<file path="config.mk">
export PLATFORM = sky130hd
export DESIGN_NAME = coherence_bus_ctrl
export DESIGN_NICKNAME = d
export VERILOG_FILES = /design/src/rtl/coherence_bus_ctrl.sv
export SDC_FILE = /design/constraint.sdc
export NUM_CORES = 1
export LEC_CHECK = 0
export ABC_AREA = 0
export CORE_AREA = 2 2 196 198
export DETAILED_ROUTE_END_ITERATION = 8
export DIE_AREA = 0 0 198 200
export PLACE_DENSITY = 0.47
export SLEW_MARGIN = 20
export SYNTH_ARGS = -nofsm -noshare
export SYNTH_HDL_FRONTEND = slang
export SYNTH_SLANG_ARGS = --single-unit
</file>
<file path="constraint.sdc">
create_clock -name CLK -period 2.3 [get_ports CLK]
set_input_delay 0.46 -clock CLK [delete_from_list [all_inputs] [get_ports CLK]]
set_output_delay 0.46 -clock CLK [all_outputs]
set_load 0.1 [all_outputs]
</file>
<file path="src/rtl/coherence_bus_ctrl.sv">
// coherence_bus_ctrl: two-core snooping bus controller arbitrating dcache/icache traffic onto one RAM port.
// Revision 1.0
`default_nettype none

module coherence_bus_ctrl (
    input  logic        CLK,
    input  logic        nRST,
    input  logic [1:0]  dREN,
    input  logic [1:0]  dWEN,
    input  logic [31:0] daddr0,
    input  logic [31:0] daddr1,
    input  logic [31:0] dstore0,
    input  logic [31:0] dstore1,
    input  logic [1:0]  cctrans,
    input  logic [1:0]  ccwrite,
    input  logic [1:0]  iREN,
    input  logic [31:0] iaddr0,
    input  logic [31:0] iaddr1,
    output logic [1:0]  dwait,
    output logic [31:0] dload0,
    output logic [31:0] dload1,
    output logic [1:0]  iwait,
    output logic [31:0] iload0,
    output logic [31:0] iload1,
    output logic [1:0]  ccwait,
    output logic [1:0]  ccinv,
    output logic [31:0] ccsnoopaddr0,
    output logic [31:0] ccsnoopaddr1,
    output logic        ramREN,
    output logic        ramWEN,
    output logic [31:0] ramaddr,
    output logic [31:0] ramstore,
    input  logic [31:0] ramload,
    input  logic [1:0]  ramstate
);

    typedef enum logic [3:0] {
        IDLE   = 4'd0,
        WB0    = 4'd1,
        WB1    = 4'd2,
        SNOOP  = 4'd3,
        LOAD0  = 4'd4,
        LOAD1  = 4'd5,
        FWD0   = 4'd6,
        FWD1   = 4'd7,
        IFETCH = 4'd8
    } state_t;

    localparam logic [1:0] RAM_ACCESS = 2'b10;

    state_t      state, next_state;
    logic        req, next_req;
    logic        rsp;
    logic        dptr, next_dptr;
    logic        iptr, next_iptr;
    logic        access;
    logic        unused_cctrans;

    logic [31:0] daddr_v  [2];
    logic [31:0] dstore_v [2];
    logic [31:0] iaddr_v  [2];
    logic [31:0] dload_v  [2];
    logic [31:0] iload_v  [2];
    logic [31:0] snoop_v  [2];

    assign daddr_v[0]  = daddr0;
    assign daddr_v[1]  = daddr1;
    assign dstore_v[0] = dstore0;
    assign dstore_v[1] = dstore1;
    assign iaddr_v[0]  = iaddr0;
    assign iaddr_v[1]  = iaddr1;

    assign dload0       = dload_v[0];
    assign dload1       = dload_v[1];
    assign iload0       = iload_v[0];
    assign iload1       = iload_v[1];
    assign ccsnoopaddr0 = snoop_v[0];
    assign ccsnoopaddr1 = snoop_v[1];

    assign rsp    = ~req;
    assign access = (ramstate == RAM_ACCESS);

    // Transaction start is implied by dREN/dWEN; cctrans carries no extra decision here.
    assign unused_cctrans = ^cctrans;

    always_ff @(posedge CLK or negedge nRST) begin
        if (!nRST) begin
            state <= IDLE;
            req   <= 1'b0;
            dptr  <= 1'b0;
            iptr  <= 1'b0;
        end else begin
            state <= next_state;
            req   <= next_req;
            dptr  <= next_dptr;
            iptr  <= next_iptr;
        end
    end

    always_comb begin
        next_state = state;
        next_req   = req;
        next_dptr  = dptr;
        next_iptr  = iptr;
        dwait      = 2'b11;
        iwait      = 2'b11;
        ccwait     = 2'b00;
        ccinv      = 2'b00;
        ramREN     = 1'b0;
        ramWEN     = 1'b0;
        ramaddr    = 32'h0;
        ramstore   = 32'h0;
        dload_v[0] = 32'h0;
        dload_v[1] = 32'h0;
        iload_v[0] = 32'h0;
        iload_v[1] = 32'h0;
        snoop_v[0] = 32'h0;
        snoop_v[1] = 32'h0;

        case (state)
            // Pointer names the core that wins the next tie; the winner hands priority to the other.
            IDLE: begin
                if (|dWEN) begin
                    next_req   = (dWEN == 2'b11) ? dptr : dWEN[1];
                    next_dptr  = ~next_req;
                    next_state = WB0;
                end else if (|dREN) begin
                    next_req   = (dREN == 2'b11) ? dptr : dREN[1];
                    next_dptr  = ~next_req;
                    next_state = SNOOP;
                end else if (|iREN) begin
                    next_req   = (iREN == 2'b11) ? iptr : iREN[1];
                    next_iptr  = ~next_req;
                    next_state = IFETCH;
                end
            end
            WB0, WB1: begin
                ramWEN   = 1'b1;
                ramaddr  = daddr_v[req];
                ramstore = dstore_v[req];
                if (access) begin
                    dwait[req] = 1'b0;
                    next_state = (state == WB0) ? WB1 : IDLE;
                end
            end
            SNOOP: begin
                ccwait[rsp]  = 1'b1;
                snoop_v[rsp] = daddr_v[req];
                ccinv[rsp]   = ccwrite[req];
                next_state   = ccwrite[rsp] ? FWD0 : LOAD0;
            end
            LOAD0, LOAD1: begin
                ramREN       = 1'b1;
                ramaddr      = daddr_v[req];
                dload_v[req] = ramload;
                if (access) begin
                    dwait[req] = 1'b0;
                    next_state = (state == LOAD0) ? LOAD1 : IDLE;
                end
            end
            // Modified copy goes cache-to-cache and is written back to RAM in the same beat.
            FWD0, FWD1: begin
                ccwait[rsp]  = 1'b1;
                snoop_v[rsp] = daddr_v[req];
                ccinv[rsp]   = ccwrite[req];
                dload_v[req] = dstore_v[rsp];
                ramWEN       = 1'b1;
                ramaddr      = daddr_v[rsp];
                ramstore     = dstore_v[rsp];
                if (access) begin
                    dwait      = 2'b00;
                    next_state = (state == FWD0) ? FWD1 : IDLE;
                end
            end
            IFETCH: begin
                ramREN       = 1'b1;
                ramaddr      = iaddr_v[req];
                iload_v[req] = ramload;
                if (access) begin
                    iwait[req] = 1'b0;
                    next_state = IDLE;
                end
            end
            default: next_state = IDLE;
        endcase
    end

endmodule

`default_nettype wire

</file>
==> results of run 1 <==
cell families (layout without fill, tap and decap cells):
logic type / count (synthesis) / in the layout / share of synthesized area [%]
muxes: 34 / 34 / 7.98
other: 0 / 2 / 0
xor gates and xnor gates: 1 / 1 / 0.205
AOI/OAI and AO/OA: 248 / 248 / 47.7
DFF: 7 / 7 / 4.11
and+or+nand+nor: 207 / 208 / 28.8
buffers and inverters: 85 / 641 / 11.2
worst max path at each step:
| stage | startpoint | endpoint | slack (ns) | depth (start not counted) |
|---|---|---|---|---|
| floorplan | state[1] | ramaddr[10] | -0.34 | 4 |
| global placement | state[1] | ramaddr[22] | -0.005 | 4 |
| detailed placement | state[1] | ramstore[1] | -0.02 | 7 |
| CTS | state[1] | ramaddr[8] | -0.24 | 7 |
| global route | state[1] | ramaddr[6] | -0.29 | 7 |
| finish | state[1] | ramaddr[28] | -0.25 | 8 |
worst register-to-register path, stage by stage, from the launching register on:
cell and delay, ns:
dfrtp_1 0.39, buf_6 0.15, buf_8 0.12, buf_4 0.13, nor4_2 0.58, a21oi_1 0.13, a41o_1 0.23
metrics by stage:
stage          utilization (%)  worst slack [ns]  hold slack (ns)  setup TNS (ns)  cell area [µm²]
2_1_floorplan                -            -0.336            0.164          -10.60             5010
3_3_place_gp              37.0          -0.00543            0.463        -0.00748            13900
3_5_place_dp              37.0           -0.0171            0.463         -0.0337            13900
4_1_cts                   40.0            -0.239            0.471          -38.45            14900
5_1_grt                   43.8            -0.294            0.502          -53.70            16400
6_report                  43.8            -0.247            0.466          -38.30            16400
cell type report:
cell class	count	area (µm²)	area share [%]
sequential	7	180	1.10
multi-input combinational	491	5910	36.1
timing repair buffer	633	9560	58.3
antenna	2	5.00	0.0305
tap	511	639	3.90
clock buffer	4	78.8	0.481
inverter	4	20.0	0.122
timing repair:
item	4_1_cts	5_1_grt
buffers inserted	4	20
gates cloned	8	20
gates resized for setup	127	176
hold buffers	0	0
endpoints found under the setup margin	261	265
pin swaps	14	33
cells in the final DEF (no fill, tap or decap), drive strengths merged, types with 3 or more instances in the layout:
master,instances
o21ai,7
a21oi,6
a221oi,126
a22o,64
clkdlybuf4s50,235
nand2,9
mux2i,34
dfrtp,7
o22ai,32
nor3,7
buf,386
and2,133
clkbuf,16
nand2b,6
nor2,44
inv,3
flip-flops by register name (all words and copies together) (netlist names):
signal  cells
dptr        1
iptr        1
state       4
req         1
routing by layer:
| metal | wire [µm] | up-vias | global-route usage (%) |
|---|---|---|---|
| met4 | 577 | 2 | 1.87 |
| li1 | - | 3490 | - |
| met2 | 22800 | 368 | 35.5 |
| met1 | 15700 | 3823 | 20.2 |
| met3 | 3270 | 33 | 4.64 |
| met5 | 13 | - | 0 |
==> flow_metrics.tcl, run 1 <==
set metrics [dict create \
    synth.avg_cell_area_um2 7.33 \
    crit_arrival_ns 2.09 \
    regToRegSetupSlack_ns 0.46 \
    yosys_register_bits 7 \
    hold_class "flip-flop to flip-flop" \
    final_max_slew_viol_count 0 \
    fp.dieH_um 200 \
    yosys-top-cells-area "a221oi_1, and2_1, a22o_1" \
    min_to "iptr" \
    synth.most_common_cell "and2_1" \
    fin_skew_ns 0.00265 \
    clk_latency_ns 0.23 \
    final_net_count 1378 \
    post_drt_via_cell_ratio 4.67 \
    synth-edff-count 0 \
    initial_core_util_pct 11.4 \
    htree_levels 1 \
    drive_gt1_share_pct 69.1 \
    synth_cells 582 \
    cp-start-kind "flip-flop" \
    cts_tree "done" \
    cp.required_ns 1.84 \
    critPathBufInv 4 \
    ios 504 \
    worst_pin_slew_ns 0.611 \
    drt_iter0_drc 229 \
    slew_headroom_pct 58.9 \
    wl_mm 42.3 \
    end_kind "output port" \
    syn_area_um2 4260 \
    async_reset_ff_share_pct 100 \
    slowest_delay_ns 0.39 \
    yosys.area.top_type_share_pct 25.9 \
    rows 71 \
    worstPathMaxFanout 13 \
    status "complete, but fails checks" \
    hold_depth 2 \
    r2r_start "state[1]" \
    portBuffers 501 \
    ant_nets 0 \
    track_usage_pct 18.1 \
    r2r_cells 6 \
    hold_viol 0 \
    hold_start "iptr" \
    grt_pass1_wl_mm 53.8 \
    period_needed_ns 2.55 \
    design.core.area_um2 37400 \
    ys_types 42 \
    path_cells "buf_4, nor3_4, nor3_4, buf_12, buf_12, a221oi_1, o22ai_2, buf_12" \
    setup_slack_ns -0.247 \
    setup_viol 262 \
    slowest_stage "dfrtp_1" \
    ys_seq_area_share_pct 4.11 \
    antenna_found_initial 3 \
    area_delta_synth_final_pct 284 \
    clk_pin_slew_worst_paths_ns 0.04 \
    die_x_um 198 \
    cts_buffers 3 \
    via_count 7716 \
    post-dp-hpwl_mm 29.5 \
    r2r_end "req" \
    cts_root_buf "clkbuf_16" \
    grt_max_degree 39 \
    ys.flop_type "dfrtp_1" \
    violations "setup timing" \
    critPathKind "flip-flop to output port" \
    drt_pass1_iterations 4 \
    drt-wirelength-per-cell_um 25.6 \
    die-area_um2 39600 \
    grt-ovfl-total 0 \
    fmax_ghz 0.393 \
    dpl.cell_count 1605 \
    synth_commonest_cells "and2_1, a221oi_1, a22o_1" \
    grt_pass1_vias 7777 \
    synth.largest_area_cell "a221oi_1" \
    final_cell_count_no_fill 1652 \
    rsz0062_at_grt "true" \
    syn-num-nets 820 \
    routabilityCongestion 0.798 \
    drc_errors 0 \
    cts_sinks 7 \
    cap_violations 0 \
    critPathTopFamily "buffers and inverters" \
    critPathMostFrequentCell "buf_12" \
    fill_cells 3486 \
    period_share_pct 111 \
    yosysWarnings 0 \
    cts.path.max_buffers 2 \
]
Power of run 1 is not shown: default switching activity piles up to over one toggle a cycle in this logic, so the estimate is an artifact.
==> run 2: changes to the inputs <==
--- a/config.mk
+++ b/config.mk
@@ -14,3 +14,4 @@
 export SYNTH_ARGS = -nofsm -noshare
 export SYNTH_HDL_FRONTEND = slang
 export SYNTH_SLANG_ARGS = --single-unit
+export TNS_END_PERCENT = 50
==> flow_metrics.tcl, run 2 (synthesis gave the netlist of run 1 again) <==
set metrics [dict create \
    final_max_slew_viol_count 0 \
    slew_headroom_pct 56.9 \
    fmax_ghz 0.392 \
    worstPathMaxFanout 8 \
    post_drt_via_cell_ratio 4.60 \
    clk_pin_slew_worst_paths_ns 0.04 \
    period_share_pct 111 \
    slowest_delay_ns 0.58 \
    fp.dieH_um 200 \
    final_common_cell "buf_12" \
    antenna_found_initial 0 \
    crit_arrival_ns 2.09 \
    regMostFlops "state" \
    multi_input_area_um2 5460 \
    grt_max_degree 35 \
    post-dp-hpwl_mm 28.7 \
    cp-start-kind "flip-flop" \
    grt_pass1_wl_mm 53.6 \
    die_x_um 198 \
    hold_viol 0 \
    largest_reg_flops 4 \
    hold_class "flip-flop to flip-flop" \
    slowest_stage "or4b_4" \
    grt-ovfl-total 0 \
    ios 504 \
    rows 71 \
    setup_viol 247 \
    cts_tree "done" \
    fill_cells 3505 \
    status "complete, but fails checks" \
    critPathMostFrequentCell "buf_12" \
    htree_levels 1 \
    routabilityCongestion 0.774 \
    worst_pin_slew_ns 0.641 \
    wl_mm 39.4 \
    ant_nets 0 \
    area_delta_synth_final_pct 272 \
    drt_pass1_iterations 4 \
    period_needed_ns 2.55 \
    track_usage_pct 18.0 \
    rsz0062_at_grt "true" \
    critPathKind "flip-flop to output port" \
    drt_iter0_drc 239 \
    cts.path.max_buffers 2 \
    mostFrequentLayoutCells "buf_12, clkdlybuf4s50_1, a221oi_2" \
    grt_pass1_vias 7887 \
    violations "setup timing" \
    finish.instance_area_um2 15800 \
    end_kind "output port" \
    die-area_um2 39600 \
    via_count 7581 \
    drc_errors 0 \
    drive_gt1_share_pct 62.4 \
    cp.required_ns 1.84 \
    utilization_pct 42.4 \
    clk_latency_ns 0.23 \
    drt-wirelength-per-cell_um 23.9 \
    path_cells "or4b_4, buf_12, nor2_8, buf_12, buf_16, and2_4, buf_12" \
    cts_root_buf "clkbuf_16" \
    design.core.area_um2 37400 \
    cts_sinks 7 \
    setup_slack_ns -0.252 \
    final-seq-area_um2 179 \
    detailed_place.area_um2 13700 \
    portBuffers 501 \
    final_net_count 1377 \
    cts_buffers 3 \
    initial_core_util_pct 11.4 \
    n_antenna_cell 0 \
    fin_skew_ns 0.00129 \
    cap_violations 0 \
]
run 2: cell types whose count changed in the layout (fill, tap and decap cells not counted), moves of 17 or more:
cell,delta
a22o_2,-29
a22o_4,-18
and2_1,+45
and2_2,-54
a221oi_1,-17
a221oi_2,+42
a221oi_4,-25
a22o_1,+47
run 2: layer usage:
metal | up-vias | part of all wire (%) | global-route usage, %
met1 | 3700 | 38 | 21.1
li1 | 3496 | - | -
met3 | 32 | 7.2 | 3.61
met5 | - | 0 | 0
met2 | 353 | 52 | 33.6
met4 | 0 | 2.2 | 3.68
run 2: what timing repair did:
action                                  4_1_cts  5_1_grt
resized for setup                           146      140
pin swaps                                    35       40
setup buffers                                15        8
hold buffers                                  0        0
endpoints found under the setup margin      255      261
gates cloned                                 13        6
run 2: metrics by stage:
stage          setup TNS [ns]  worst slack (ns)  cells  hold WS, ns
6_report               -32.58            -0.252   1649        0.464
5_1_grt                -49.36            -0.315   1649        0.527
4_1_cts                -35.78            -0.277   1641        0.468
3_5_place_dp           -11.29            -0.166   1610        0.460
3_3_place_gp           -10.72            -0.153   1610        0.466
2_1_floorplan          -33.44            -0.336    582        0.164
run 2: final timing paths:
kind | startpoint | endpoint | slack, ns | cells after the start
worst max-delay path | state[0] | iload1[23] | -0.25 | 7
worst min-delay path | iptr | iptr | 0.46 | 2
worst max register to register | state[1] | req | 0.30 | 7
worst min register to register | iptr | iptr | 0.46 | 2
max in group asynchronous | nRST | req | 1.49 | 1
min in group asynchronous | nRST | state[2] | 0.51 | 1
run 2: area by class of cell:
cell class / instances / share of cell area [%]
Tap cell: 511 / 4.04
Inverter: 4 / 0.142
Sequential cell: 7 / 1.13
Multi-Input combinational cell: 490 / 34.5
Timing Repair Buffer: 633 / 59.7
Clock buffer: 4 / 0.497
run 2: critical path: cells and delay by family, from the launching register on:
family                 cells  cell delay, ns
DFF                        1            0.38
buffers and inverters      4            0.62
and+or+nand+nor            3            0.85
Power of run 2 is left out for the same reason.
==> run 3: changes to the inputs <==
--- a/config.mk
+++ b/config.mk
@@ -10,6 +10,7 @@
 export DETAILED_ROUTE_END_ITERATION = 8
 export DIE_AREA = 0 0 198 200
 export PLACE_DENSITY = 0.47
+export SKIP_CTS_REPAIR_TIMING = 1
 export SLEW_MARGIN = 20
 export SYNTH_ARGS = -nofsm -noshare
 export SYNTH_HDL_FRONTEND = slang
==> flow_metrics.tcl, run 3 (synthesis gave the netlist of run 1 again) <==
set metrics [dict create \
    hold_class "flip-flop to flip-flop" \
    largest_reg_flops 4 \
    grt-ovfl-total 0 \
    cts_sinks 7 \
    critPathMostFrequentCell "buf_12" \
    fp.dieH_um 200 \
    final_net_count 1378 \
    cp-start-kind "flip-flop" \
    worst_pin_slew_ns 0.638 \
    die_x_um 198 \
    crit_path_end "iload1[9]" \
    post-dp-hpwl_mm 28.7 \
    regToRegSetupSlack_ns 0.41 \
    ant_nets 0 \
    setup_viol 239 \
    drive_gt1_share_pct 58.9 \
    portBuffers 501 \
    track_usage_pct 16.2 \
    cap_violations 0 \
    cts_tree "done" \
    antenna_found_initial 1 \
    via_count 7689 \
    grt_use_met2_pct 30.0 \
    cts.path.max_buffers 2 \
    clk_latency_ns 0.23 \
    r2r_end "req" \
    rsz0062_at_grt "true" \
    drt_pass1_iterations 5 \
    drc_errors 0 \
    utilization_pct 40.9 \
    r2r_cells 6 \
    top_usage_layer "met2" \
    final_max_slew_viol_count 0 \
    ios 504 \
    crit_arrival_ns 2.13 \
    status "complete, but fails checks" \
    mostFrequentLayoutCells "buf_12, clkdlybuf4s50_1, and2_4" \
    fmax_ghz 0.387 \
    cts_root_buf "clkbuf_16" \
    grt_pass1_vias 7449 \
    critPathKind "flip-flop to output port" \
    htree_levels 1 \
    critPathLaunch "state[1]" \
    period_share_pct 112 \
    violations "setup timing" \
    n_antenna_cell 0 \
    grt_max_degree 50 \
    path_cells "or4b_4, buf_12, nor2_8, clkbuf_16, and2_4, buf_12" \
    post_drt_via_cell_ratio 4.66 \
    end_kind "output port" \
    routabilityCongestion 0.774 \
    drt-wirelength-per-cell_um 24.4 \
    grt_pass1_wl_mm 48.8 \
    design.core.area_um2 37400 \
    drt_iter0_drc 250 \
    die-area_um2 39600 \
    clk_pin_slew_worst_paths_ns 0.04 \
    period_needed_ns 2.59 \
    slew_headroom_pct 57.1 \
    rows 71 \
    fin_skew_ns 0.00132 \
    slowest_stage "or4b_4" \
    r2r_start "state[1]" \
    setup_slack_ns -0.287 \
    cp.required_ns 1.84 \
    regMostFlops "state" \
    hold_viol 0 \
    area_delta_synth_final_pct 259 \
    slowest_delay_ns 0.58 \
    worstPathMaxFanout 8 \
    cts_buffers 3 \
    final_common_cell "buf_12" \
    use_met1_pct 19.3 \
    grt_use_met3_pct 3.53 \
    initial_core_util_pct 11.4 \
    wl_mm 40.2 \
]
## run 3: changes by cell type in the layout (fill, tap and decap cells not counted), moves of 13 or more
cell	previous run	this run
and2_4	80	103
and2_1	45	29
a221oi_2	100	59
buf_4	63	76
a221oi_1	8	52
buf_16	14	1
## run 3: worst min-delay path by stage
stage	cells after the start	from	slack (ns)	to
6_report	2	iptr	0.46	iptr
5_1_grt	2	iptr	0.53	iptr
3_3_place_gp	2	iptr	0.47	iptr
3_5_place_dp	2	iptr	0.46	iptr
4_1_cts	2	iptr	0.47	iptr
2_1_floorplan	0	nRST	0.16	dptr
## run 3: layout make-up
| cell class | count | area, µm² |
|---|---|---|
| fill | 3550 | 22100 |
| tap | 511 | 639 |
| multi-input combinational | 491 | 5100 |
| timing repair buffer | 633 | 9280 |
| sequential | 7 | 180 |
| clock buffer | 4 | 78.8 |
| inverter | 4 | 17.5 |
## run 3: per-layer routing
metal | share of wire, % | wire length, µm | vias up
li1 | - | - | 3479
met3 | 7.5 | 3020 | 48
met1 | 39 | 15700 | 3742
met2 | 51 | 20700 | 418
met4 | 2.0 | 803 | 2
met5 | 0.032 | 13 | -
## run 3: stage by stage
stage	instances	setup slack (ns)	hold WS, ns	TNS, ns	area, µm²
after floorplan	582	-0.336	0.164	-33.44	4850
after global placement	1610	-0.153	0.466	-10.72	13700
final	1650	-0.287	0.463	-36.36	15300
after detailed placement	1610	-0.166	0.460	-11.29	13700
after CTS	1614	-0.412	0.468	-58.81	13800
after global routing	1650	-0.354	0.527	-52.82	15300
## run 3: worst max-delay path: cells and delay by family (launching register included)
kind / cells / cell delay, ns
buffers and inverters: 3 / 0.56
and+or+nand+nor: 3 / 0.94
DFF: 1 / 0.38
Power of run 3 is left out for the same reason.
